==> config.mk <==
export PLATFORM = sky130hd
export DESIGN_NAME = serial_adder_ctrl_flat
export DESIGN_NICKNAME = d
export VERILOG_FILES = /design/src/rtl/serial_add_pkg.sv /design/src/rtl/serial_adder_ctrl_if.sv /design/src/rtl/full_adder_1bit.sv /design/src/rtl/serial_adder_ctrl.sv /design/src/flat_wrapper.sv
export SDC_FILE = /design/constraint.sdc
export NUM_CORES = 1
export LEC_CHECK = 0
export ABC_AREA = 0
export CORE_ASPECT_RATIO = 1.5
export CORE_MARGIN = 4
export CORE_UTILIZATION = 45
export CTS_CLUSTER_SIZE = 20
export DETAILED_ROUTE_END_ITERATION = 7
export PLACE_DENSITY = 0.71
export SLEW_MARGIN = 30
export SYNTH_ARGS = -nofsm -noshare
export SYNTH_HDL_FRONTEND = slang
export SYNTH_SLANG_ARGS = --single-unit
==> constraint.sdc <==
create_clock -name clk -period 2.43 [get_ports clk]
set_input_delay 0.486 -clock clk [delete_from_list [all_inputs] [get_ports clk]]
set_output_delay 0.486 -clock clk [all_outputs]
set_load 0.05 [all_outputs]
==> src/rtl/serial_add_pkg.sv <==
// Shared definitions for the bit-serial adder: FSM state encoding and width limit.
package serial_add_pkg;

    localparam int MAX_W = 32;

    typedef enum logic [1:0] {
        ST_IDLE = 2'd0,
        ST_RUN  = 2'd1,
        ST_DONE = 2'd2
    } state_t;

endpackage

==> src/rtl/serial_adder_ctrl_if.sv <==
// Handshake and data bundle for serial_adder_ctrl.
// Optional signed-overflow flag present when SERIAL_ADD_OVF_EN is defined.
interface serial_adder_ctrl_if #(
    parameter int W = 8
);
    import serial_add_pkg::*;

    logic         start;
    logic [W-1:0] A;
    logic [W-1:0] B;
    logic         C_in;
    logic         ready;
    logic         busy;
    logic         done;
    logic [W-1:0] S;
    logic         C_out;
`ifdef SERIAL_ADD_OVF_EN
    logic         ovf;
`endif

    // Requester side: issues operands, observes result
    modport master (
        output start, A, B, C_in,
`ifdef SERIAL_ADD_OVF_EN
        input  ovf,
`endif
        input  ready, busy, done, S, C_out
    );

    // Adder side: accepts operands, returns result
    modport slave (
        input  start, A, B, C_in,
`ifdef SERIAL_ADD_OVF_EN
        output ovf,
`endif
        output ready, busy, done, S, C_out
    );

endinterface

==> src/rtl/full_adder_1bit.sv <==
// Single-bit full adder cell used by the serial adder datapath.
module full_adder_1bit (
    input  logic X,
    input  logic Y,
    input  logic C_in,
    output logic Z,
    output logic C_out
);

    // Sum and carry of one bit pair plus incoming carry
    always_comb begin
        Z     = X ^ Y ^ C_in;
        C_out = (X & Y) | (C_in & (X ^ Y));
    end

endmodule

==> src/rtl/serial_adder_ctrl.sv <==
// Bit-serial W-bit adder: latches operands on start, adds one bit pair per
// clock LSB first through a single full_adder_1bit with a registered carry.
// Optional signed-overflow output enabled by defining SERIAL_ADD_OVF_EN.
module serial_adder_ctrl #(
    parameter int W = 8
) (
    input logic               clk,
    input logic               rst,
    serial_adder_ctrl_if.slave bus
);
    import serial_add_pkg::*;

    localparam int CNT_W = $clog2(W + 1);

    state_t           state_q;
    state_t           state_d;
    logic             accept;
    logic             last;

    logic [W-1:0]     a_sr;
    logic [W-1:0]     b_sr;
    logic [W-1:0]     s_sr;
    logic [W-1:0]     s_shift;
    logic             carry;
    logic [CNT_W-1:0] cnt;

    logic [W-1:0]     s_q;
    logic             c_q;

    logic             fa_z;
    logic             fa_c;

    full_adder_1bit u_fa (
        .X     (a_sr[0]),
        .Y     (b_sr[0]),
        .C_in  (carry),
        .Z     (fa_z),
        .C_out (fa_c)
    );

    // Next state, operand-accept strobe and final-bit strobe
    always_comb begin
        state_d = state_q;
        accept  = 1'b0;
        last    = 1'b0;
        case (state_q)
            ST_IDLE: begin
                if (bus.start) begin
                    accept  = 1'b1;
                    state_d = ST_RUN;
                end
            end
            ST_RUN: begin
                if (cnt == CNT_W'(W - 1)) begin
                    last    = 1'b1;
                    state_d = ST_DONE;
                end
            end
            ST_DONE: begin
                if (bus.start) begin
                    accept  = 1'b1;
                    state_d = ST_RUN;
                end else begin
                    state_d = ST_IDLE;
                end
            end
            default: state_d = ST_IDLE;
        endcase
    end

    // Sum register shifted right with the new bit entering at the MSB;
    // written as shift-then-overwrite so it also holds for W=1
    always_comb begin
        s_shift        = s_sr >> 1;
        s_shift[W-1]   = fa_z;
    end

    // FSM state register
    always_ff @(posedge clk) begin
        if (rst) begin
            state_q <= ST_IDLE;
        end else begin
            state_q <= state_d;
        end
    end

    // Operand shift registers, carry loop, bit counter and result registers
    always_ff @(posedge clk) begin
        if (rst) begin
            a_sr  <= '0;
            b_sr  <= '0;
            s_sr  <= '0;
            carry <= 1'b0;
            cnt   <= '0;
            s_q   <= '0;
            c_q   <= 1'b0;
        end else if (accept) begin
            a_sr  <= bus.A;
            b_sr  <= bus.B;
            carry <= bus.C_in;
            cnt   <= '0;
        end else if (state_q == ST_RUN) begin
            a_sr  <= a_sr >> 1;
            b_sr  <= b_sr >> 1;
            s_sr  <= s_shift;
            carry <= fa_c;
            cnt   <= cnt + 1'b1;
            if (last) begin
                s_q <= s_shift;
                c_q <= fa_c;
            end
        end
    end

`ifdef SERIAL_ADD_OVF_EN
    logic a_sgn;
    logic b_sgn;
    logic ovf_q;

    // Operand sign bits captured at accept; overflow registered with the sum
    always_ff @(posedge clk) begin
        if (rst) begin
            a_sgn <= 1'b0;
            b_sgn <= 1'b0;
            ovf_q <= 1'b0;
        end else if (accept) begin
            a_sgn <= bus.A[W-1];
            b_sgn <= bus.B[W-1];
        end else if (last) begin
            ovf_q <= (a_sgn == b_sgn) & (fa_z != a_sgn);
        end
    end

    assign bus.ovf = ovf_q;
`endif

    assign bus.ready = (state_q == ST_IDLE) || (state_q == ST_DONE);
    assign bus.busy  = (state_q == ST_RUN);
    assign bus.done  = (state_q == ST_DONE);
    assign bus.S     = s_q;
    assign bus.C_out = c_q;

endmodule

==> src/flat_wrapper.sv <==
// flat-port wrapper written by rule: the top's interface ports become plain ports
module serial_adder_ctrl_flat import serial_add_pkg::*;
#(
    parameter int W = 8
)
  (clk, rst, bus_start, bus_A, bus_B, bus_C_in, bus_ready, bus_busy, bus_done, bus_S, bus_C_out);
  serial_adder_ctrl_if #(.W(W)) bus_i ();
  input logic clk;
  input logic rst;
  input wire logic [$bits(bus_i.start)-1:0] bus_start;
  input wire logic [$bits(bus_i.A)-1:0] bus_A;
  input wire logic [$bits(bus_i.B)-1:0] bus_B;
  input wire logic [$bits(bus_i.C_in)-1:0] bus_C_in;
  output wire logic [$bits(bus_i.ready)-1:0] bus_ready;
  output wire logic [$bits(bus_i.busy)-1:0] bus_busy;
  output wire logic [$bits(bus_i.done)-1:0] bus_done;
  output wire logic [$bits(bus_i.S)-1:0] bus_S;
  output wire logic [$bits(bus_i.C_out)-1:0] bus_C_out;
  assign bus_i.start = bus_start;
  assign bus_i.A = bus_A;
  assign bus_i.B = bus_B;
  assign bus_i.C_in = bus_C_in;
  assign bus_ready = bus_i.ready;
  assign bus_busy = bus_i.busy;
  assign bus_done = bus_i.done;
  assign bus_S = bus_i.S;
  assign bus_C_out = bus_i.C_out;
  serial_adder_ctrl #(.W(W)) u_core (.clk(clk), .rst(rst), .bus(bus_i));
endmodule
==> impl_metrics.json <==
{
  "whs_path_depth": 2,
  "vias_per_cell": 5.37,
  "numClockSinks": 39,
  "synth_top_family_by_area": "simple AND/OR/NAND/NOR gates",
  "start_kind": "flip-flop",
  "final_area_um2": 2070,
  "grt_usage_pct": 15.1,
  "port-buffer-count": 31,
  "numCtsBuffers": 5,
  "hold_path.class": "reg -> reg",
  "rows": 26,
  "drive_above_1_share_pct": 6.60,
  "wl_per_cell_um": 13.0,
  "clock_latency_ns": 0.29,
  "synthCells": 184,
  "grt.overflow.total": 0,
  "slowest_delay_ns": 0.80,
  "status": "finished clean",
  "crit_arrival_ns": 1.57,
  "cts_tree": "built",
  "rsz0062_at_grt": "false",
  "ir_drop_uv": 517,
  "start_util_pct": 47.5,
  "final_nets": 233,
  "ios": 32,
  "synth_edf_count": 0,
  "antennaDiodeCount": 0,
  "fmax_ghz": 0.485,
  "cellLeakagePower_nw": 0.706,
  "worst_pin_slew_ns": 0.871,
  "worstPathRequired_ns": 1.94,
  "powerDensity_nw_per_um2": 712,
  "firstDrtPassIters": 4,
  "reg2reg_slack_ns": 0.80,
  "reg2regPathDepth": 3,
  "synth.net_count": 206,
  "reg2reg_to": "u_core.a_sr[2]",
  "wl_um": 3300,
  "synth_xor_area_share_pct": 1.07,
  "syn2layout_area_growth_pct": 26.8,
  "placed_area_um2": 1940,
  "final_cells": 254,
  "setup_violations": 0,
  "drt_iter0_drc": 32,
  "ctsResizeCount": 0,
  "ys_ff_latch": 39,
  "worstSetupEndpointType": "primary output",
  "postCtsSetupBuffers": 0,
  "routabilityCongestion": 0.679,
  "cp_cell_sequence": "nor2b_1 > clkdlybuf4s50_1",
  "fp.dieW_um": 57.2,
  "post-place-cells": 246,
  "final_hold_viol_count": 0,
  "cp_slowest_cell": "clkdlybuf4s50_1",
  "die_area_um2": 4690,
  "relSlewSlack_pct": 41.9,
  "hold_path_end": "u_core.s_sr[1]",
  "slew_violations": 0,
  "avgSynthCellArea_um2": 8.89,
  "cap_violations": 0,
  "drc": 0,
  "crit_type": "reg -> out",
  "ys_seq_area_share_pct": 47.7,
  "period_minus_slack_ns": 2.06,
  "fin_skew_ns": 0.00641,
  "ys.flop_type": "dfxtp_1",
  "ant_nets": 0,
  "cts.path.max_buffers": 2,
  "r2r-start": "u_core.state_q[0]",
  "synth_top_area_share_pct": 47.7,
  "synthAdderAreaFrac_pct": 1.99,
  "hp-start": "u_core.s_sr[1]",
  "hold_buffers": 0,
  "yosysWarningCount": 0,
  "tns_ns": 0,
  "synth_compound_area_share_pct": 12.1,
  "h-tree-depth": 2,
  "detailroute.via_count": 1364,
  "grt_pass1_vias": 1249,
  "grt_pass1_wl_um": 5490,
  "cts-root-buf": "clkbuf_8",
  "synth_mux_area_share_pct": 6.73,
  "synth-async-reset-ratio_pct": 0,
  "clk_pin_slew_ns": 0.07,
  "place_ws_ns": 0.409,
  "antenna_found_initial": 0,
  "period_share_pct": 84.8,
  "grt_max_degree": 49,
  "yosys.area_share.simple_pct": 25.2,
  "finalPower_mw": 1.48,
  "synth_area_leader_cell": "dfxtp_1",
  "cp_max_fo": 6,
  "layout_setup_ws_ns": 0.369,
  "syn_area_um2": 1640,
  "synth_cell_types": 27,
  "dp_hpwl_um": 2220,
  "die_y_um": 81.9,
  "netlist_top_cells_area": "dfxtp_1, nand2b_1, nand2_1",
  "core_um2": 3450
}
power by group:
group          internal [mW]  switching (mW)  total, mW  leakage (nW)
Combinational         0.0728          0.0900      0.163         0.322
Sequential             0.668          0.0182      0.686         0.318
Clock                  0.410           0.218      0.628        0.0654
worst max-delay path, delay by kind of cell (launching register included):
kind	cells	cell delay, ns
buffers and inverters	1	0.80
DFF	1	0.36
and+or+nand+nor	1	0.12
sequential cells by signal (all words and copies together) (netlist names):
| signal | cells |
|---|---|
| u_core.carry | 1 |
| u_core.b_sr | 8 |
| u_core.bus.S | 8 |
| u_core.a_sr | 8 |
| u_core.cnt | 4 |
| u_core.bus.C_out | 1 |
| u_core.s_sr | 7 |
| u_core.state_q | 2 |
metal layers:
layer / vias to the layer above / part of all wire, % / GRT usage, %
met5: - / 0 / 0
met4: 0 / 2.1 / 7.89
met3: 6 / 6.7 / 4.72
li1: 678 / - / -
met1: 640 / 43 / 18.3
met2: 40 / 48 / 23.8
cell usage in the layout, fill, tap and decap left out, types with 2 or more instances in the layout:
cell	Yosys	final
mux2i_1	11	11
nor2_1	10	10
nand2b_1	20	20
nand3b_1	2	2
a22oi_1	3	3
nor3_1	11	11
bufinv_16	0	2
nand2_1	33	33
dfxtp_1	39	39
clkdlybuf4s50_1	0	30
nand3_1	5	5
buf_4	1	4
o22ai_1	3	3
clkbuf_8	0	5
a311oi_1	9	9
a21oi_1	12	12
nor2b_1	2	2
synthesized netlist by cell type (all sizes together), types with 2 or more instances:
cell type,instances
clkbuf,6
nor2,11
nor3,11
a21oi,12
dfxtp,39
buf,8
nand2b,20
mux2i,11
a22oi,3
a311oi,9
o22ai,3
nand2,33
nand3,5
nor2b,2
nand3b,2
cell type report:
cell class	instances	area (um^2)
sequential	39	781
tap	42	52.6
inverter	2	8.76
clock inverter	2	60.1
fill	306	1370
clock buffer	6	72.6
multi-input combinational	129	769
timing repair buffer	34	330
metrics by stage:
stage / hold slack (ns) / utilization [%]
after floorplan: 0.437 / -
after global placement: 0.446 / 56.3
after detailed placement: 0.449 / 56.3
after CTS: 0.459 / 60.2
after global routing: 0.471 / 60.2
final: 0.460 / 60.2
kinds of logic after synthesis:
family / Yosys count
AND/OR/NAND/NOR: 85
XOR/XNOR: 2
adder cells (fa/ha/maj): 2
multiplexers: 11
flip-flops: 39
AO/OA/AOI/OAI: 29
buffers and inverters: 16
worst max path at each step:
stage | startpoint | to | depth (start not counted)
after detailed placement | bus_start | u_core.a_sr[6] | 4
after global placement | bus_start | u_core.b_sr[1] | 4
after floorplan | u_core.state_q[0] | bus_done | 1
after CTS | u_core.state_q[0] | bus_done | 2
final | u_core.state_q[0] | bus_done | 2
after global routing | u_core.state_q[0] | bus_done | 2
No activity file was read; power rests on OpenSTA's default activity.
==> RTL change 1: new RTL, same settings <==
The 3 states of `state_t` get a one-hot encoding in 3 bits.
--- a/src/rtl/serial_add_pkg.sv
+++ b/src/rtl/serial_add_pkg.sv
@@ -5,6 +5,6 @@
 
-    typedef enum logic [1:0] {
-        ST_IDLE = 2'd0,
-        ST_RUN  = 2'd1,
-        ST_DONE = 2'd2
+    typedef enum logic [2:0] {
+        ST_IDLE = 3'b001,
+        ST_RUN  = 3'b010,
+        ST_DONE = 3'b100
     } state_t;
Check against the original RTL: same outputs for any inputs over 10 cycles, from zero or initial values and one cycle with rst high; not proved beyond that.
==> RTL change 1 against the original RTL <==
  * Synthesized area grew 2.1%
  * Power shrank 11%
  * Sequential cell count grew 1
  * Utilization shrank 0.53 points
  * Die area grew 1.8%
  * Final cell count grew 5.1%
  * Fmax shrank 9.2%
  * Wire length grew 13%
  * Worst setup slack lost 0.21 ns
  * Final area is essentially flat
  * Critical endpoint unchanged
  * Largest cell class unchanged
==> RTL change 1: results (changes against the original RTL) <==
Outcome
  – Outcome: finished, final reports clean

Timing
  – Worst Skew: 0.00404 ns (-0.00237 ns)
  – Hold slack: 0.467 ns (+0.00785 ns)
  – Final min period: 2.27 ns (+0.208 ns)
  – Worst Tran Pin Value: 0.672 ns (-0.199 ns)

Synth
  – Top_reg_cell synth: dfxtp_1
  – Post-synth EDFFs: 0 (unchanged)
  – Mean post-synth cell area: 8.35 sq um (-6.1%)
  – Synth top area cells: dfxtp_1 (48%), nand2_1 (10%), a311oi_1 (7.9%), a21oi_1 (5.7%), nor3_1 (5.7%)
  – Ys async rst share: 0% (unchanged)
  – Cell variety after synth: 29 (+7.4%)
  – Post-Syn Nets: 222 (+7.8%)
  – Post-synth top cells: nand2_1 (46), dfxtp_1 (40), a21oi_1 (19), nor3_1 (19), a311oi_1 (15)
  – Part of the Yosys area used for sequential elements: 47.9% (+0.23 points)

Routing
  – Initial drt markers: 58 (+81%)
  – 1st-pass router iterations: 4 (unchanged)
  – Vias per inst: 5.63 (+4.8%)
  – Routed len/inst: 14.0 um (+7.5%)

Setup path
  – R2r startpoint: u_core.state_q[1]
  – Crit Reg-Reg Endpoint: u_core.b_sr[3]
  – Critical path fanouts, max: 5 (-1)
  – Crit path from: u_core.state_q[2]
  – Critical-path cell with the highest stage delay: clkdlybuf4s50_1
  – Worst reg-to-reg setup slack: 0.58 ns (-0.22 ns)
  – CP peak stage delay: 0.84 ns (+0.04 ns)
  – Reg2Reg Depth: 5 (+2)
  – Worst Path Arrival: 1.78 ns (+0.21 ns)

Placed design
  – HPWL after DPL: 2420 um (+9.0%)
  – Gp weighted congestion: 0.722 (+6.4%)
  – DP Worst Slack: 0.460 ns (+0.0511 ns)
  – DP Cell Count: 260 (+5.7%)
  – Placed Area: 1980 sq um (+1.9%)

Global route
  – Tot GR Track Use: 17.1% (+2.0 points)
  – Initial antenna violation count: 0 (unchanged)
  – First-pass GRT wire length: 6430 um (+17%)
  – Largest net degree at the start of global routing: 41 (-16%)
  – Vias in the first global route: 1527 (+22%)

Layout
  – Share of layout cells above drive strength 1: 6.22% (-0.38 points)
  – Post-route insts no fill: 267 (+5.1%)
  – Nets: 247 (+6.0%)
  – Ant. Diodes: 0 (unchanged)

Clock network
  – Post-CTS Setup Inserts: 0 (unchanged)
  – CTS Root Cell: clkbuf_8
  – Clk pin slew, worst setup/hold paths: 0.07 ns (about the same)

Hold path
  – Hold Path End: u_core.s_sr[1]
  – Worst hold start: u_core.s_sr[1]
  – Worst min path class: reg2reg
  – Worst hold stages: 2 (unchanged)

Pwr
  – VDD IR max: 0.456 mV (-12%)
  – Pleak: 0.000685 uW (-3.0%)
RTL change 1: cell count changes in the layout (fill, tap and decap cells not counted), sizes merged, moves of 3 or more:
cell	before	now
a21oi	12	19
nand2	33	46
nor2	11	2
nor3	11	19
nand3	5	12
o21ai	1	10
a22oi	3	0
mux2i	11	1
nand2b	20	1
o22ai	3	0
a311oi	9	15
RTL change 1: layer usage:
layer | vias to the layer above | track usage [%] | wire, um
li1 | 758 | - | -
met2 | 35 | 32.2 | 1900
met1 | 706 | 18.0 | 1610
met4 | 0 | 6.50 | 46
met3 | 4 | 4.35 | 175
met5 | - | 0 | 0
RTL change 1: worst max-delay path by stage:
stage | cells after the start | endpoint
after floorplan | 1 | bus_done
after global placement | 2 | bus_done
after detailed placement | 4 | u_core.b_sr[3]
after CTS | 2 | bus_done
after global routing | 2 | bus_done
final | 2 | bus_done
RTL change 1: kinds of logic after synthesis:
logic type	count (synthesis)	synth area share, %
xor gates and xnor gates	4	2.10
muxes	1	0.599
and+or+nand+nor	87	23.8
buffers and inverters	18	4.94
AOI/OAI and AO/OA	48	18.7
DFF	40	47.9
adders and majority gates	2	1.95
RTL change 1: worst register-to-register path, cell delays in order, from the launching register on:
cell	delay (ns)
dfxtp_1	0.42
or3b_1	0.40
clkinv_1	0.27
buf_4	0.31
nand2_1	0.09
a311oi_1	0.27
RTL change 1: final cells by class:
type                       instances  area (sq um)
timing repair buffer              35           335
sequential                        40           801
fill                             314          1410
inverter                           1          3.75
clock buffer                       7          96.3
multi-input combinational        142           787
tap                               42          52.6
RTL change 1: power by group:
| part | internal [uW] | total [uW] | switching [uW] |
|---|---|---|---|
| Clock | 253 | 467 | 214 |
| Combinational | 65.8 | 146 | 80.2 |
| Sequential | 685 | 704 | 18.9 |
==> RTL change 2: new RTL, config.mk and constraints unchanged <==
Made on the original files. `W` is set to 8 in 3 places; all go to 16.
--- a/src/rtl/serial_adder_ctrl_if.sv
+++ b/src/rtl/serial_adder_ctrl_if.sv
@@ -3,3 +3,3 @@
 interface serial_adder_ctrl_if #(
-    parameter int W = 8
+    parameter int W = 16
 );
--- a/src/rtl/serial_adder_ctrl.sv
+++ b/src/rtl/serial_adder_ctrl.sv
@@ -4,3 +4,3 @@
 module serial_adder_ctrl #(
-    parameter int W = 8
+    parameter int W = 16
 ) (
--- a/src/flat_wrapper.sv
+++ b/src/flat_wrapper.sv
@@ -3,3 +3,3 @@
 #(
-    parameter int W = 8
+    parameter int W = 16
 )
Interface: changed (resized bus_A, bus_B and bus_S); port bits go from 32 to 56. No check against the original RTL was run, so the function may have changed too.
==> RTL change 2 against the original RTL <==
  * Synthesized area increased by 69%
  * Via count increased by 80%
  * Highest routed layer unchanged
  * Worst setup slack got worse by 0.13 ns
  * First-iteration DRC count increased to 5.8 times the old value
  * Final area increased by 72%
  * Sequential cell count increased by 33
  * Power increased by 74%
  * Wire length increased by 78%
  * Largest power group unchanged
  * Critical endpoint is now bus_busy
==> RTL change 2: results (changes against the original RTL) <==
Placed design
  – Gp weighted congestion: 0.737 (+8.7%)
  – HPWL after DPL: 3890 um (+75%)
  – DP Cell Count: 447 (+82%)
  – Port Buf Inserts: 55 (+77%)

Outcome
  – Outcome: finished, final reports clean

Setup path
  – Worst reg-to-reg setup slack: 0.53 ns (-0.27 ns)
  – Critical path fanouts, max: 27 (+21)
  – Worst Path Arrival: 1.71 ns (+0.14 ns)

Timing
  – Worst Skew: 0.00496 ns (-0.00146 ns)
  – Hold slack: 0.456 ns (-0.00393 ns)

Routing
  – Routed len/inst: 12.7 um (-2.3%)
  – Via count: 2453 (+80%)
  – Vias per inst: 5.30 (-1.3%)
  – Initial drt markers: 185 (+480%)

Clock network
  – H-tree levels: 3 (+1)
  – TritonCTS buffer count: 9 (+4)
  – Clk_lat worst skew: 0.34 ns (+0.05 ns)

Layout
  – Most common cell after layout, fill and taps aside: nand2_1
  – Share of layout cells above drive strength 1: 6.65% (+0.046 points)
  – Nets: 425 (+82%)

Global route
  – Vias in the first global route: 2272 (+82%)
  – Tot GR Track Use: 16.4% (+1.3 points)
  – First-pass GRT wire length: 9950 um (+81%)
  – Largest net degree at the start of global routing: 54 (+10%)

Pwr
  – VDD IR max: 0.397 mV (-23%)
  – Pleak: 0.00123 uW (+75%)

Synth
  – Part of the Yosys area used for sequential elements: 52.1% (+4.4 points)
  – Mean post-synth cell area: 8.07 sq um (-9.3%)
-- RTL change 2: cell types whose count changed after synthesis, moves of 8 or more --
cell      delta
a21oi_1     +23
a311oi_1     -9
a31oi_1     +19
buf_2        +9
dfxtp_1     +33
mux2i_1      -8
nand2_1     +69
nand2b_1    -18
nor3_1      +12
o21ai_0     +19
-- RTL change 2: logic make-up after synthesis --
kind of cell,count (synthesis),synth area share (%)
AO/OA/AOI/OAI,89,18.0
XOR/XNOR,2,0.633
adder cells (fa/ha/maj),3,1.63
buffers and inverters,33,5.24
flip-flops,72,52.1
multiplexers,3,1.09
AND/OR/NAND/NOR,141,21.3
-- RTL change 2: area by class of cell --
| class | instances | area, sq um | share of cell area [%] |
|---|---|---|---|
| inverter | 4 | 15.0 | 0.421 |
| sequential | 72 | 1440 | 40.4 |
| clock inverter | 6 | 82.6 | 2.32 |
| timing repair buffer | 61 | 613 | 17.2 |
| clock buffer | 10 | 138 | 3.86 |
| multi-input combinational | 238 | 1180 | 33.2 |
| tap | 72 | 90.1 | 2.53 |
-- RTL change 2: report_power, final --
part           leakage (uW)  switching [uW]  internal (uW)
clock              0.000112             434            600
combinational      0.000534             148            125
sequential         0.000588            32.1           1240
-- RTL change 2: path summary, 6_finish.rpt --
| check | from | endpoint | cells after the start |
|---|---|---|---|
| worst min-delay path | u_core.bus.S[1] | u_core.bus.S[1] | 2 |
| worst min register to register | u_core.bus.S[1] | u_core.bus.S[1] | 2 |
| worst max register to register | u_core.state_q[0] | u_core.b_sr[6] | 5 |
| worst max-delay path | u_core.state_q[0] | bus_busy | 3 |
-- RTL change 2: worst max-delay path: cells and delay by family, from the launching register on --
kind | cells | cell delay [ns]
buffers and inverters | 2 | 0.65
flip-flops | 1 | 0.45
AND/OR/NAND/NOR | 1 | 0.26
-- RTL change 2: metrics by stage --
step	cell area (sq um)	setup WS (ns)
finish	3560	0.234
global route	3560	0.0450
CTS	3560	0.203
detailed placement	3340	0.535
global placement	3340	0.613
floorplan	2770	0.772
-- RTL change 2: metal layers --
| metal | global-route usage (%) | up-vias | wire (um) |
|---|---|---|---|
| li1 | - | 1256 | - |
| met1 | 20.1 | 1133 | 2650 |
| met2 | 26.8 | 54 | 2870 |
| met3 | 4.84 | 10 | 281 |
| met4 | 5.65 | 0 | 82 |
| met5 | 0 | - | 0 |
